[src/rtl/load_store_unit.sv]
// Load/store unit in front of a single-ported, combinational-read DataMemory.
// Byte and halfword stores become read-modify-write; loads are lane-extracted and extended.
module load_store_unit #(
  parameter int unsigned MEM_BYTES = 1024
) (
  input  logic        clk,
  input  logic        rst_n,
  input  logic        req_valid,
  output logic        req_ready,
  input  logic        req_we,
  input  logic [1:0]  req_size,
  input  logic        req_signed,
  input  logic [31:0] req_addr,
  input  logic [31:0] req_wdata,
  output logic        resp_valid,
  output logic [31:0] resp_rdata,
  output logic        resp_err,
  output logic        busy,
  output logic [31:0] mem_addr,
  output logic        mem_read,
  output logic        mem_write,
  output logic [31:0] mem_wdata,
  input  logic [31:0] mem_rdata
);

  typedef enum logic [2:0] {IDLE, LOAD, STORE_W, RMW_RD, RMW_WR, RESP} state_t;

  localparam logic [1:0] SIZE_B = 2'b00;
  localparam logic [1:0] SIZE_H = 2'b01;
  localparam logic [1:0] SIZE_W = 2'b10;

  state_t      state, state_next;
  logic        we_q, signed_q, err_q;
  logic [1:0]  size_q;
  logic [31:0] addr_q, wdata_q, word_q, rdata_q;
  logic        accept, req_err;
  logic [7:0]  load_byte;
  logic [15:0] load_half;
  logic [31:0] load_ext, merged;

  assign accept = req_valid && req_ready;

  // NOTE: every always_comb output gets a default first so no path can infer a latch.
  always_comb begin
    req_err = 1'b0;
    case (req_size)
      SIZE_H:  req_err = req_addr[0];
      SIZE_W:  req_err = |req_addr[1:0];
      2'b11:   req_err = 1'b1;
      default: req_err = 1'b0;
    endcase
    if (req_addr >= 32'(MEM_BYTES)) req_err = 1'b1;
  end

  always_comb begin
    state_next = state;
    case (state)
      IDLE: begin
        if (accept) begin
          if (req_err)               state_next = RESP;
          else if (!req_we)          state_next = LOAD;
          else if (req_size == SIZE_W) state_next = STORE_W;
          else                       state_next = RMW_RD;
        end
      end
      LOAD:    state_next = RESP;
      STORE_W: state_next = RESP;
      RMW_RD:  state_next = RMW_WR;
      RMW_WR:  state_next = RESP;
      RESP:    state_next = IDLE;
      default: state_next = IDLE;
    endcase
  end

  // Lane extraction from the live read word, then sign/zero extension.
  always_comb begin
    load_byte = mem_rdata[{addr_q[1:0], 3'b000} +: 8];
    load_half = addr_q[1] ? mem_rdata[31:16] : mem_rdata[15:0];
    case (size_q)
      SIZE_B:  load_ext = {{24{signed_q & load_byte[7]}}, load_byte};
      SIZE_H:  load_ext = {{16{signed_q & load_half[15]}}, load_half};
      default: load_ext = mem_rdata;
    endcase
  end

  // Captured word with the addressed lane(s) replaced by the store data.
  always_comb begin
    merged = word_q;
    if (size_q == SIZE_B) merged[{addr_q[1:0], 3'b000} +: 8]  = wdata_q[7:0];
    else                  merged[{addr_q[1], 4'b0000} +: 16] = wdata_q[15:0];
  end

  // NOTE: sequential state uses non-blocking assignments so every flop samples pre-edge values.
  always_ff @(posedge clk or negedge rst_n) begin
    if (!rst_n) begin
      state    <= IDLE;
      we_q     <= 1'b0;
      signed_q <= 1'b0;
      err_q    <= 1'b0;
      size_q   <= 2'b00;
      addr_q   <= '0;
      wdata_q  <= '0;
      word_q   <= '0;
      rdata_q  <= '0;
    end else begin
      state <= state_next;
      if (accept) begin
        we_q     <= req_we;
        signed_q <= req_signed;
        size_q   <= req_size;
        addr_q   <= req_addr;
        wdata_q  <= req_wdata;
        err_q    <= req_err;
        rdata_q  <= '0;
      end
      if (state == LOAD)   rdata_q <= load_ext;
      if (state == RMW_RD) word_q  <= mem_rdata;
    end
  end

  assign req_ready  = rst_n && (state == IDLE);
  assign busy       = (state != IDLE);
  assign resp_valid = (state == RESP);
  assign resp_err   = (state == RESP) && err_q;
  assign resp_rdata = rdata_q;
  assign mem_addr   = {addr_q[31:2], 2'b00};
  assign mem_read   = (state == LOAD) || (state == RMW_RD);
  assign mem_write  = (state == STORE_W) || (state == RMW_WR);
  assign mem_wdata  = (state == STORE_W) ? wdata_q :
                      (state == RMW_WR)  ? merged  : 32'h0;

  // we_q is kept for visibility of the accepted request; decode relies on state.
  logic unused_ok;
  assign unused_ok = we_q;

endmodule

[config.mk]
export PLATFORM = sky130hd
export DESIGN_NAME = load_store_unit
export DESIGN_NICKNAME = d
export VERILOG_FILES = /design/src/rtl/load_store_unit.sv
export SDC_FILE = /design/constraint.sdc
export NUM_CORES = 1
export LEC_CHECK = 0
export BUFFER_PORTS_ARGS = -buffer_cell sky130_fd_sc_hd__clkbuf_2
export CAP_MARGIN = 20
export CORE_ASPECT_RATIO = 1.75
export CORE_MARGIN = 4
export CORE_UTILIZATION = 47
export DETAILED_ROUTE_END_ITERATION = 16
export PLACE_DENSITY = 0.77
export SETUP_SLACK_MARGIN = 0.4
export SYNTH_ARGS = -nofsm -noshare
export SYNTH_HDL_FRONTEND = slang
export SYNTH_SLANG_ARGS = --single-unit
[constraint.sdc]
create_clock -name clk -period 2.04 [get_ports clk]
set_input_delay 0 -clock clk [delete_from_list [all_inputs] [get_ports clk]]
set_output_delay 0 -clock clk [all_outputs]
set_load 0.1 [all_outputs]
**Yosys cells after proc, flatten, opt, wreduce, memory -nomap -nowiden**

Cells that the tools add are included.

- Register bits after elaboration: 135
- Bits of input ports: 103
- Output and inout bits: 102
- Word-level logic and storage cells: 55

- Add/sub/neg operators: 2
- Order comparisons: 1
- Equal/unequal tests: 10
- Shift operators: 5
- Muxes and demuxes: 16
- Bitwise gates (word level): 2
- Reduce and logical (&&, ||, !) cells: 11

Operator list:

| cell | number |
|---|---|
| 2-to-1 mux 32 bit | 5 |
| bitwise mux 32 bit | 2 |
| case mux 32 bit (2 select lines) | 1 |
| greater-or-equal comparator 32 x 11 -> 1 bit (second input constant) | 1 |
| variable shift 16 x 7 -> 32 bit (first input constant) | 1 |
| variable shift 8 x 7 -> 32 bit (first input constant) | 1 |
| indexed part select 16 x 7 -> 32 bit | 1 |
| indexed part select 32 x 6 -> 8 bit | 1 |
| indexed part select 8 x 7 -> 32 bit | 1 |
| 2-to-1 mux 16 bit | 1 |
| negator 5 -> 7 bit | 2 |
| case mux 3 bit (3 select lines) | 1 |
| == test 3 x 2 -> 1 bit (second input constant) | 2 |
| == test 3 bit (second input constant) | 2 |
| 2-to-1 mux 3 bit | 2 |
| == test 2 x 1 -> 1 bit (second input constant) | 2 |
| == test 2 bit (second input constant) | 2 |
| == test 3 x 1 -> 1 bit (second input constant) | 1 |
| logical AND 1 bit | 3 |
| logical NOT 3 bit | 1 |
| case mux 1 bit (3 select lines) | 1 |
| nonzero test 3 bit | 1 |
| OR reduction 3 bit | 1 |
| AND 1 bit | 2 |
| other kinds (7) | 9 |

**Longest topological paths before layout**

Gate-level depths: netlist (run 1).

- Depth in word-level cells: 6
- Gate-level depth with buffers: 8
- Gate-level depth less buffers: 6

**Least setup slack after synthesis (run 1)**

OpenSTA, ideal clock, no wires.

- Path type: register to output
- From: register addr_q[1]
- To: output port mem_wdata[30]
- Arrival: 2.923 ns
- Data required time: 2.040 ns
- Slack: -0.883 ns
- Cell stages (with the launch flop): 8
- Path buffers: 2
- Cell sequence: dfrtp_1 -> buf_2 -> buf_2 -> inv_1 -> ha_1 -> nor4_1 -> a221o_1 -> a22o_1

- Longest elaborated chain between the ends: 6
- Elaborated cells between the ends (all ways): 11
- Those cells by class: 2 x add/sub; 4 x shift; 5 x mux

RTL lines:

| element | RTL line | RTL |
|---|---|---|
| from (decl) | 35 | `logic [31:0] addr_q, wdata_q, word_q, rdata_q;` |
| from (signal assigned) | 111 | `addr_q <= req_addr;` |
| negator 5 -> 7 bit (on tied branches) | 90, 89 |  |
| indexed part select 16 x 7 -> 32 bit (tied with other cells) | 90 | `else merged[{addr_q[1], 4'b0000} +: 16] = wdata_q[15:0];` |
| bitwise mux 32 bit (on tied branches) | 90, 89 |  |
| 2-to-1 mux 32 bit * | 89 | `if (size_q == SIZE_B) merged[{addr_q[1:0], 3'b000} +: 8] = wdata_q[7:0];` |
| 2-to-1 mux 32 bit * | 130 | `(state == RMW_WR) ? merged : 32'h0;` |
| 2-to-1 mux 32 bit * | 129 | `assign mem_wdata = (state == STORE_W) ? wdata_q :` |
| to (decl) | 22 | `output logic [31:0] mem_wdata,` |

Mark *: on every way between the ends. The rest lies on a longest branch, timed or not.

**Final worst setup path (run 1)**

- From: register addr_q[0]
- To: output port mem_wdata[18]

- Longest elaborated chain between the ends: 6
- Elaborated cells between the ends (all ways): 7
- Those cells by class: 1 x add/sub; 2 x shift; 4 x mux

RTL lines:

| element | RTL line |
|---|---|
| negator 5 -> 7 bit * | 89 |
| indexed part select 8 x 7 -> 32 bit or variable shift 8 x 7 -> 32 bit (tied branches) | 89 |
| bitwise mux 32 bit * | 89 |
| 2-to-1 mux 32 bit * | 89 |
| 2-to-1 mux 32 bit * | 130 |
| 2-to-1 mux 32 bit * | 129 |

Marked as above.

==> results.md, run 1 <==
- Status: finished, violations left
- Failing checks: setup timing
- Antenna cells: 0
- Synthesized flop and latch total: 135
- Worst Path Buf+Inv: 2
- H-tree Lvls: 4
- Initial antenna violation count: 0
- Global-route wire length before repair: 41500 um
- Clock-pin slew on the worst setup and hold paths: 60 ps
- Worst r2r src: addr_q[0]
- Routed WL: 29700 um
- Setup TNS: -10980 ps
- Multi-input gate area: 3770 um^2
- Reg2reg path depth: 7
- HPWL Detailed: 16900 um
- CP top delay family: simple AND/OR/NAND/NOR gates
- Ys async rst share: 100%
- Final Hold Vio Count: 0
- Synth warn: 0
- Via count: 7298
- Synth Area in XOR/XNOR: 0.128%
- RSZ-0062 raised after global routing: true
- Clk buf depth: 2
- Main combinational cell family by area after synthesis: compound AO/OA/AOI/OAI gates
- Drt drc: 0
- Kind of critical path: flip-flop to output port
- TritonCTS Buffers: 17
- Slowest-stage cell, CP: and3b_1
- Largest net degree at the start of global routing: 116
- Crit path max fanout: 8
- Largest stage delay on the critical path: 630 ps
- Skew-Pair Late Insertion Delay: 420 ps
- Routed Antenna Nets: 0
- Gate Count Post-Synth: 709
- Full die area: 16600 um^2
- Vias in the first global route: 7578
- Cell variety after synth: 52
- Slew @ Worst Pin: 708 ps
- Hold WC Path Type: primary input to async pin
- Compound-Gate Fraction of Synth Area: 17.4%
- Final worst slack: -424 ps
- Simple-gate share of the synthesized area: 17.1%
- # rows: 58
- TritonCTS clock tree: built
- Period utilization: 121%
- IO Port Bufs: 202
- Mapped cell area: 6840 um^2
- Io pins: 205
- Startpoint types: flip-flop
- Synth Area in Adders: 0.914%
- Slew Limit Fails: 0
- Routability cong.: 0.907
- Total gr overflow: 0
- FF/Latch Area: 3380 um^2
- Final Core Density: 79.2%
- All-Layer GR Usage: 32.5%
- Initial DRC count: 695
- Layout cells sized above 1: 41.5%
- CTS root buf: clkbuf_16
- P&R area growth vs syn: 66.3%
- Worst reg2reg setup slack: -40 ps
- Arr. time, crit path: 2460 ps
- Slew headroom: 52.8%
- CP Cell Sequence: clkinvlp_4, ha_1, nand2_1, and3b_1, a221o_4, buf_12
- Critical Path RT: 2040 ps
- Layout net count: 1121
- Post-synth EDFFs: 0
- Core area: 14400 um^2
- Sequential area share after synthesis: 49.4%
- Worst setup EP type: output port
- Vias per Instance: 6.06
- Fmax achieved: 0.406 GHz
- Initial Util: 47.6%
- Fin crit period: 2460 ps
- Skew final: 10.8 ps
- Total clock sinks: 135
- Routed len/inst: 24.7 um
- Die X: 99.2 um
- Setup violators final: 48
- Mux cell area share after synthesis: 7.61%
- Max Cap Viol: 0
- Average footprint of a synthesized cell: 9.65 um^2
- Drt pass-1 iters: 6
- Ys flop type: dfrtp_1
- Die H: 168 um
- Layout fillers: 771
- FF-to-FF End: resp_rdata[25]
==> cells by family after synthesis <==
| kind of cell | Yosys count |
|---|---|
| XOR/XNOR | 1 |
| buffers and inverters | 95 |
| flip-flops | 135 |
| AND/OR/NAND/NOR | 276 |
| adder cells (fa/ha/maj) | 5 |
| multiplexers | 49 |
| other | 1 |
| AO/OA/AOI/OAI | 147 |
==> worst register-to-register path, delay by kind of cell (launching register included) <==
family	cells	cell delay [ps]
AO/OA/AOI/OAI	2	500
flip-flops	1	440
buffers and inverters	3	480
AND/OR/NAND/NOR	2	600
==> layer usage <==
layer	up-vias	track usage, %	part of all wire (%)
met5	-	0	0
met4	0	23.5	9.4
met3	183	7.17	8.7
met2	555	55.4	49
met1	3503	34.7	33
li1	3057	-	-
==> cell usage after synthesis, drive strengths merged, types with 7 or more instances <==
| cell type | count | area share (%) |
|---|---|---|
| a21oi | 26 | 2.0 |
| a211o | 8 | 1.0 |
| clkbuf | 31 | 1.7 |
| o2bb2ai | 7 | 0.90 |
| inv | 15 | 0.82 |
| nand2 | 212 | 12 |
| a22o | 24 | 3.1 |
| nor2 | 14 | 0.77 |
| dfrtp | 135 | 49 |
| o21ai | 17 | 1.2 |
| nor2b | 10 | 0.91 |
| mux2i | 25 | 3.7 |
| buf | 48 | 4.8 |
| and2 | 11 | 1.0 |
| o21a | 7 | 0.77 |
| mux2 | 24 | 3.9 |
| a221o | 40 | 6.0 |
| a221oi | 8 | 1.0 |
==> stage by stage <==
step / instances / setup slack (ps) / hold WS (ps) / area [um^2]
5_1_grt: 1205 / -462 / 34.5 / 11400
2_1_floorplan: 710 / 37.7 / -296 / 7320
4_1_cts: 1194 / -374 / 2.30 / 10900
3_5_place_dp: 1045 / -29.6 / -118 / 8830
6_report: 1205 / -424 / 12.5 / 11400
3_3_place_gp: 1045 / 38.5 / -121 / 8830
==> what timing repair did <==
action,in CTS,in global routing
cloned,0,2
hold buffers,101,0
resized for setup,62,76
endpoints found under the hold margin,259,0
pin swaps,14,23
buffers inserted,17,9
endpoints found under the setup margin,117,91
==> registers in the layout, indices dropped and copies added, names as in the netlist <==
name and cells:
addr_q 32, err_q 1, resp_rdata 32, signed_q 1
size_q 2, state 3, wdata_q 32, word_q 32
==> worst max-delay path by stage <==
stage                                to  cells past startpoint      start  slack, ps
after floorplan           mem_wdata[16]                      8  addr_q[1]         40
after global placement     mem_wdata[0]                      7  addr_q[0]         40
after detailed placement   mem_wdata[0]                      7  addr_q[0]        -30
after CTS                 mem_wdata[17]                      7  addr_q[0]       -370
after global routing      mem_wdata[18]                      8  addr_q[0]       -460
final                     mem_wdata[18]                      6  addr_q[0]       -420
==> final cells by class <==
type                       instances  area share (%)
inverter                          16           0.693
timing repair buffer             363            29.0
sequential                       135            29.7
clock buffer                      18            3.77
tap                              180            1.98
clock inverter                    13            1.70
multi-input combinational        480            33.1
==> cells in the final DEF, fill, tap and decap left out, types with 3 or more instances in the layout <==
| cell type | instances |
|---|---|
| clkbuf_2 | 163 |
| bufinv_16 | 4 |
| buf_4 | 26 |
| nor2b_1 | 9 |
| dlygate4sd3_1 | 101 |
| nor2_1 | 7 |
| a221oi_2 | 4 |
| mux2i_1 | 17 |
| nor4_1 | 5 |
| a221o_2 | 10 |
| o2bb2ai_1 | 3 |
| nand2_4 | 3 |
| inv_1 | 11 |
| dfrtp_1 | 131 |
| mux2i_4 | 6 |
| clkinvlp_4 | 3 |
| a22o_4 | 22 |
| ha_1 | 3 |
| a21oi_1 | 25 |
| a221o_1 | 22 |
| a221o_4 | 8 |
| a221oi_4 | 3 |
| mux2_4 | 24 |
| buf_8 | 5 |
| nor3_4 | 3 |
| o21ai_0 | 14 |
| and2_1 | 8 |
| buf_12 | 46 |
| o21a_1 | 7 |
| nor2_2 | 5 |
| clkbuf_16 | 20 |
| nand2_1 | 208 |
| buf_6 | 17 |
| a211o_1 | 8 |
| dfrtp_2 | 4 |
| inv_6 | 5 |
Power of run 1 is not shown: default switching activity piles up to over one toggle a cycle in this logic, so the estimate is an artifact.
==> run 2: changes to the inputs <==
Settings changed: CAP_MARGIN 20 to not set, PLACE_DENSITY 0.77 to 0.86, SETUP_SLACK_MARGIN 0.4 to not set.
==> run 2 against run 1 <==
Effect of this change:
- the flow still finishes with violations (setup timing)
- non-clock buffer count shrank 9
- highest routed layer unchanged
- worst hold slack gained 180 ps
- count of clock-buffer cells in the layout grew 1
- critical path type unchanged
- critical endpoint is now mem_wdata[16]
- critical path depth grew 1
- final cell count shrank 0.41%
- sequential share of layout area grew 1.7 points
==> results.md, run 2 (synthesized netlist as in run 1, its figures left out) <==
- Routed Antenna Nets: 0 (unchanged)
- Slew headroom: 38.9% (-14 points)
- Worst setup EP type: output port
- TritonCTS Buffers: 17 (unchanged)
- P&R area growth vs syn: 56.9%
- Die X: 99.2 um (unchanged)
- Setup WS pre-CTS: -188 ps (-158 ps)
- Skew-Pair Late Insertion Delay: 420 ps (about the same)
- Initial DRC count: 789 (+14%)
- Total gr overflow: 0 (unchanged)
- Period utilization: 117% (-4.0 points)
- Startpoint types: flip-flop
- Placed instance area: 8860 um^2 (+0.34%)
- Hold Slack: 192 ps (+179 ps)
- TritonCTS clock tree: built
- Via count: 7135 (-2.2%)
- All-Layer GR Usage: 32.8% (+0.34 points)
- Layout net count: 1112 (-0.80%)
- Initial antenna violation count: 1 (+1)
- Most frequent cells in the layout: 211 x nand2_1, 167 x clkbuf_2, 134 x dfrtp_1
- Layout fillers: 860 (+12%)
- Most common cell after layout, fill and taps aside: nand2_1
- Routed len/inst: 23.0 um (-6.8%)
- Status: finished, violations left
- Drt pass-1 iters: 7 (+1)
- CP Cell Sequence: buf_6, or3_4, or3_4, a21oi_4, buf_6, a221o_4, buf_12
- Hold WC Path Type: primary input to flip-flop
- Slowest-stage cell, CP: dfrtp_1
- Die H: 168 um (unchanged)
- Total clock sinks: 135 (unchanged)
- CTS root buf: clkbuf_16
- Drt drc: 0 (unchanged)
- Multi-input gate area: 3420 um^2 (-9.3%)
- Slew @ Worst Pin: 913 ps (+205 ps)
- Max Cap Viol: 0 (unchanged)
- Layout cells sized above 1: 37.5% (-4.0 points)
- Final instance area: 10700 um^2 (-5.6%)
- # rows: 58 (unchanged)
- H-tree Lvls: 4 (unchanged)
- Global-route wire length before repair: 41800 um (+0.58%)
- HPWL Detailed: 17000 um (+0.57%)
- Final worst slack: -343 ps (+81.1 ps)
- RSZ-0062 raised after global routing: true
- Skew final: 16.2 ps (+5.45 ps)
- Vias in the first global route: 7432 (-1.9%)
- Largest stage delay on the critical path: 420 ps (-210 ps)
- FF/Latch Area: 3380 um^2 (-0.11%)
- Clock-pin slew on the worst setup and hold paths: 60 ps (about the same)
- Clk buf depth: 2 (unchanged)
- Crit path max fanout: 5 (-3)
- Fin crit period: 2380 ps (-81.1 ps)
- Routed WL: 27600 um (-7.2%)
- Io pins: 205 (unchanged)
- Slew Limit Fails: 0 (unchanged)
- Final Hold Vio Count: 0 (unchanged)
- Setup violators final: 48 (unchanged)
- Failing checks: setup timing
- IO Port Bufs: 202 (unchanged)
- Largest net degree at the start of global routing: 66 (-43%)
- Routability cong.: 0.978 (+7.8%)
- Vias per Instance: 5.95 (-1.8%)
- Fmax achieved: 0.420 GHz (+3.4%)
- Critical Path RT: 2040 ps (about the same)
- Kind of critical path: flip-flop to output port
- Arr. time, crit path: 2380 ps (-80 ps)
- Core area: 14400 um^2 (unchanged)
- Initial Util: 47.6% (unchanged)
- Full die area: 16600 um^2 (unchanged)
run 2: path summary, 6_finish.rpt:
kind                                  endpoint  slack (ps)  startpoint  cells past startpoint
worst max-delay path             mem_wdata[16]        -340   addr_q[0]                      7
worst min-delay path                 size_q[0]         190   req_valid                      4
worst max register to register  resp_rdata[22]        -260   addr_q[0]                      9
worst min register to register           err_q         470       err_q                      2
max in group asynchronous           word_q[31]         610       rst_n                      3
min in group asynchronous           addr_q[24]         200       rst_n                      3
run 2: layer usage:
metal / share of wire [%] / vias to the layer above / global-route usage (%) / wire length (um)
met4: 10 / 0 / 24.8 / 2830
met1: 32 / 3341 / 35.2 / 8860
li1: - / 3036 / - / -
met5: 0 / - / 0 / 0
met2: 50 / 562 / 55.3 / 13700
met3: 7.9 / 196 / 7.29 / 2190
run 2: what timing repair did:
item / CTS / global route
endpoints found under the hold margin: 258 / 0
hold buffers: 102 / 0
resized for setup: 21 / 12
setup endpoints to repair: 32 / 70
buffers inserted: 8 / 6
pin swaps: 26 / 16
cloned: 0 / 1
run 2: critical path, delay by kind of cell, from the launching register on:
family                 cells  cell delay, ps
AOI/OAI and AO/OA          2             370
buffers and inverters      3             470
DFF                        1             420
and+or+nand+nor            2             710
run 2: cell type report:
type	instances	share of cell area, %
repair buffers	354	28.5
inverters	16	0.652
multi-input cells	480	31.8
well taps	180	2.10
flip-flops and latches	135	31.5
clock buffers	19	4.12
clock inverters	13	1.23
diodes	3	0.0699
run 2: per-stage QoR:
step	std cells	TNS, ps	utilization, %
2_1_floorplan	710	0	-
3_3_place_gp	1049	-746	61.7
3_5_place_dp	1049	-1410	61.7
4_1_cts	1191	-7810	73.9
5_1_grt	1198	-14450	74.7
6_report	1200	-12200	74.7
Power of run 2 is left out for the same reason.
